--- src/rtl/huffman_feed_arbiter.sv ---
// rtl/huffman_feed_arbiter.sv - two-requester round-robin byte feeder for a serial Huffman decoder
module huffman_feed_arbiter #(
  parameter int GAP_CYCLES = 2,
  parameter int CNT_W      = 16
) (
  input  logic             clk,
  input  logic             reset_n,
  input  logic             req0_valid,
  input  logic [7:0]       req0_data,
  input  logic             req0_last,
  output logic             req0_ready,
  input  logic             req1_valid,
  input  logic [7:0]       req1_data,
  input  logic             req1_last,
  output logic             req1_ready,
  output logic             dec_data_in,
  output logic             dec_data_valid,
  input  logic             dec_out_valid,
  output logic [1:0]       grant,
  output logic             pkt_done,
  output logic [CNT_W-1:0] sym_count
);

  typedef enum logic [1:0] {IDLE, SHIFT, STALL, GAP} state_t;

  state_t     state;
  logic [7:0] shreg;
  logic [2:0] bit_cnt;
  logic       last_q;
  logic [3:0] gap_cnt;
  logic       rr_last;

  logic       sel;
  logic       own_valid;
  logic       take_next;
  logic       idle_take;
  logic       accept;
  logic [7:0] in_data;
  logic       in_last;

  // In IDLE the requester not served last wins a tie.
  assign sel       = (req0_valid && req1_valid) ? ~rr_last : req1_valid;
  assign own_valid = grant[1] ? req1_valid : req0_valid;
  assign idle_take = (state == IDLE) && (req0_valid || req1_valid);
  assign take_next = ((state == SHIFT) && (bit_cnt == 3'd7) && !last_q) || (state == STALL);

  always_comb begin
    req0_ready = 1'b0;
    req1_ready = 1'b0;
    if (reset_n) begin
      req0_ready = (idle_take && !sel) || (take_next && own_valid && !grant[1]);
      req1_ready = (idle_take &&  sel) || (take_next && own_valid &&  grant[1]);
    end
  end

  assign accept  = req0_ready || req1_ready;
  assign in_data = req1_ready ? req1_data : req0_data;
  assign in_last = req1_ready ? req1_last : req0_last;

  always_ff @(posedge clk or negedge reset_n) begin
    if (!reset_n) begin
      state          <= IDLE;
      shreg          <= 8'h00;
      bit_cnt        <= 3'd0;
      last_q         <= 1'b0;
      gap_cnt        <= 4'd0;
      rr_last        <= 1'b1;
      grant          <= 2'b00;
      dec_data_valid <= 1'b0;
      dec_data_in    <= 1'b0;
      pkt_done       <= 1'b0;
    end else begin
      pkt_done <= 1'b0;
      if (accept) begin
        // The MSB is presented straight from the load so bytes run back to back.
        state          <= SHIFT;
        shreg          <= in_data;
        dec_data_in    <= in_data[7];
        dec_data_valid <= 1'b1;
        bit_cnt        <= 3'd0;
        last_q         <= in_last;
        if (state == IDLE) begin
          grant   <= req1_ready ? 2'b10 : 2'b01;
          rr_last <= req1_ready;
        end
      end else begin
        case (state)
          SHIFT: begin
            if (bit_cnt != 3'd7) begin
              shreg       <= {shreg[6:0], 1'b0};
              dec_data_in <= shreg[6];
              bit_cnt     <= bit_cnt + 3'd1;
              pkt_done    <= last_q && (bit_cnt == 3'd6);
            end else if (last_q) begin
              state          <= GAP;
              grant          <= 2'b00;
              dec_data_valid <= 1'b0;
              dec_data_in    <= 1'b0;
              gap_cnt        <= 4'(GAP_CYCLES - 1);
            end else begin
              state          <= STALL;
              dec_data_valid <= 1'b0;
              dec_data_in    <= 1'b0;
            end
          end
          GAP: begin
            if (gap_cnt == 4'd0) state <= IDLE;
            else                 gap_cnt <= gap_cnt - 4'd1;
          end
          default: ;
        endcase
      end
    end
  end

  always_ff @(posedge clk or negedge reset_n) begin
    if (!reset_n)
      sym_count <= '0;
    else if (dec_out_valid && (sym_count != {CNT_W{1'b1}}))
      sym_count <= sym_count + 1'b1;
  end

endmodule

--- config.mk ---
export PLATFORM = sky130hd
export DESIGN_NAME = huffman_feed_arbiter
export DESIGN_NICKNAME = d
export VERILOG_FILES = /design/src/rtl/huffman_feed_arbiter.sv
export SDC_FILE = /design/constraint.sdc
export NUM_CORES = 1
export LEC_CHECK = 0
export ABC_AREA = 1
export BUFFER_PORTS_ARGS = -buffer_cell sky130_fd_sc_hd__buf_2
export CAP_MARGIN = 10
export CORE_ASPECT_RATIO = 1.1
export CORE_MARGIN = 2
export CORE_UTILIZATION = 51
export CTS_BUF_LIST = sky130_fd_sc_hd__clkbuf_8
export CTS_CLUSTER_SIZE = 8
export DETAILED_ROUTE_END_ITERATION = 10
export MAX_ROUTING_LAYER = met4
export PLACE_DENSITY = 0.79
export RECOVER_POWER = 50
export SYNTH_ARGS = -nofsm -noshare
export SYNTH_HDL_FRONTEND = slang
export SYNTH_SLANG_ARGS = --single-unit
--- constraint.sdc ---
create_clock -name clk -period 1.6 [get_ports clk]
set_clock_uncertainty 0.1 [all_clocks]
set_input_delay 0.16 -clock clk [delete_from_list [all_inputs] [get_ports clk]]
set_output_delay 0.16 -clock clk [all_outputs]
set_load 0.05 [all_outputs]
==> out/summary.txt <==
Largest net degree at the start of global routing - 18
CTS root buf - clkbuf_8
Final Power - 0.00507 W
Reg-to-reg slack, setup - -250 ps
CTS tree - built
Wire per inst - 14.2 um
Critical-path maximum fanout - 3
Gr ovfl total - 0
Post-synth cell types - 23
Mapped Cells - 263
Placeable core region - 3960 um2
Num rows - 24
Drt total wl - 5750 um
RR Endpoint - shreg[1]
Final net count - 380
Fmax - 533 MHz
Clock slew at reported path FFs - 80 ps
Failing checks - setup timing
Yosys reg bits - 39
Mapped Area - 2100 um2
Pre-antenna DRT Iters - 4
Run status - complete, but fails checks
Element type at the critical path end - primary output
R2R depth - 12
Io pins - 46
Slew @ Worst Pin - 284 ps
Placed cells - 382
Crit path DAT - 1620 ps
Worst R2R Start - bit_cnt[0]
RSZ-0062 raised after global routing - yes
GRT Util Overall - 25.7%
Cell Pwr Density - 1680 nW/um2
Power share of the clock group - 13.4%
Max Cap Violations - 0
Worst rel slew slack - 81.0%
Net Sw Frac - 46.1%
Hold Path End - shreg[0]
Yosys top cell area share - 45.3%
# clock sinks - 39
Antenna violations before repair - 0
GP Congestion - 0.880
DPL Wire Length - 3750 um
Multi-input gate area in the final layout - 1200 um2
Synth top area cells - dfrtp_1, nand2_1, nand3_1
Sequential share of the synthesized area - 46.5%
Die area - 4650 um2
Hold path start - req0_data[0]
Fin. Hold Viols - 0
Initial Util - 53.0%
Via density - 5.22
Antenna cells - 0
Vias in the first global route - 2,069
Hold crit path type - primary input to flop
P&R area growth vs syn - 43.4%
Routed Antenna Nets - 0
Skew-Pair Late Insertion Delay - 290 ps
Reg power frac - 32.6%
Worst setup path category - flop to primary output
Chip Width - 65.2 um
Internal power - 0.00273 W
Port bufs - 45
Reg area - 993 um2
Initial DRC Count - 167
DRC Markers - 0
Non-Filler Instances - 404
Fin Setup TNS - -4110 ps
Hold Path Depth - 3
Synth warn - 0
Post-synthesis area per instance - 7.98 um2
CP required - 1340 ps
Final setup viols - 24
Lkg Pwr - 1.53 nW
Net Sw Power - 0.00234 W
Ratio of final minimum period to clock period - 117%
Vias post-DR - 2,108
Total CTS buffers - 5
Clk buf depth - 2
Final min period - 1880 ps
Combinational Power Share - 54.1%
Net Count, Synth - 292
Worst setup margin - -275 ps
First-pass GRT wire length - 9050 um
Top cell type by total area after synthesis - dfrtp_1
Share of layout cells above drive strength 1 - 41.5%
Fillers - 283
Die Y - 71.3 um
Startpoint types - flop
Peak VDD IR - 0.00161 V
Max-slew violations - 0
H-tree depth - 2
## cells in the mapped netlist
master    count
nand2_1      84
nand2_2       3
nor2_4        1
o21ai_1       2
a21oi_1       2
buf_2         2
nand4_1       8
nand3b_1      9
nand3_1      21
dfstp_2       1
inv_1        23
nor3_1        6
nor2_1       23
inv_2         4
dfrtp_1      38
nand2_4       4
o21ai_0       9
ha_1          6
a31oi_1       1
xor2_1        8
or2_1         1
o22ai_1       1
xnor2_1       6
## layout by cell type (no fill, tap or decap), types with 3 or more instances in the layout
cell type / instances
nand2_1: 74
buf_2: 42
buf_4: 30
dfrtp_1: 25
inv_1: 21
nor2_1: 16
nand3_1: 16
dfrtp_2: 13
nand2_2: 11
nand3b_1: 9
nand4_1: 8
xor2_1: 8
o21ai_1: 6
xnor2_1: 6
clkbuf_8: 6
nand2_4: 5
nor2_2: 5
inv_4: 4
nor2_4: 4
nand3_2: 4
o21ai_0: 4
dlygate4sd3_1: 4
nor3_2: 3
ha_1: 3
buf_6: 3
## kinds of logic after synthesis
kind of cell	after synthesis	share of synthesized area, %
xor gates and xnor gates	14	5.84
and+or+nand+nor	160	35.0
AOI/OAI and AO/OA	15	3.70
DFF	39	46.5
buffers and inverters	29	5.30
adders and majority gates	6	3.58
## per-layer routing
layer | share of wire [%] | wire (um) | vias to the layer above | global-route usage, %
li1 | - | - | 1020 | -
met1 | 43 | 2460 | 1016 | 32.2
met2 | 51 | 2910 | 57 | 41.0
met3 | 3.4 | 197 | 15 | 5.02
met4 | 3.2 | 183 | 0 | 10.4
met5 | 0 | 0 | - | -
## what timing repair did
action                                  CTS  global route
pin swaps                                 8            15
resized for setup                        13            35
endpoints found under the setup margin   20            30
cloned                                    1             0
hold endpoints to repair                 41             0
hold buffers                              4             0
buffers inserted                          6             4
## metrics by stage
stage	setup slack [ps]	utilization, %	hold slack (ps)	area (um2)
6_report	-275	76.0	20.5	3010
5_1_grt	-361	76.0	10.6	3010
4_1_cts	-245	72.7	9.71	2880
3_5_place_dp	-229	67.0	51.1	2650
3_3_place_gp	-173	67.0	50.4	2650
2_1_floorplan	-168	-	-236	2200
## state kept, by name, summed over array words and instances, names as in the netlist
name            count
grant               2
last_q              1
dec_data_valid      1
dec_data_in         1
pkt_done            1
gap_cnt             4
sym_count          16
state               2
rr_last             1
bit_cnt             3
shreg               7
## area by class of cell
| cell class | instances | share of cell area (%) |
|---|---|---|
| timing repair buffer | 82 | 18.0 |
| sequential | 39 | 33.0 |
| clock inverter | 2 | 0.291 |
| multi-input combinational | 196 | 39.9 |
| inverter | 27 | 3.86 |
| clock buffer | 6 | 2.74 |
| tap | 52 | 2.16 |
## worst max path at each step
stage	start	cells past startpoint	slack, ps	endpoint
3_5_place_dp	bit_cnt[0]	11	-230	shreg[6]
4_1_cts	bit_cnt[0]	9	-250	req1_ready
5_1_grt	bit_cnt[0]	12	-360	shreg[1]
2_1_floorplan	bit_cnt[0]	10	-170	last_q
6_report	bit_cnt[0]	9	-280	req0_ready
3_3_place_gp	bit_cnt[0]	11	-170	bit_cnt[0]
## critical path: stages, from the launching register on
cell,delay (ps)
dfrtp_1,400
ha_2,200
ha_4,160
nand4_1,70
nand2_2,80
nand2_2,80
nand2_4,60
nand2_4,100
inv_4,40
buf_8,140
## power by group through the flow
stage | Clock (W) | Combinational, W | Sequential [W]
CTS | 0.000679 | 0.00249 | 0.00163
global placement | 0 | 0.00225 | 0.00163
floorplan | 0 | 0.00111 | 0.00206
global route | 0.000738 | 0.00300 | 0.00169
detailed placement | 0 | 0.00231 | 0.00164
finish | 0.000679 | 0.00274 | 0.00165
Note: power is estimated with default switching activity, not from simulation.
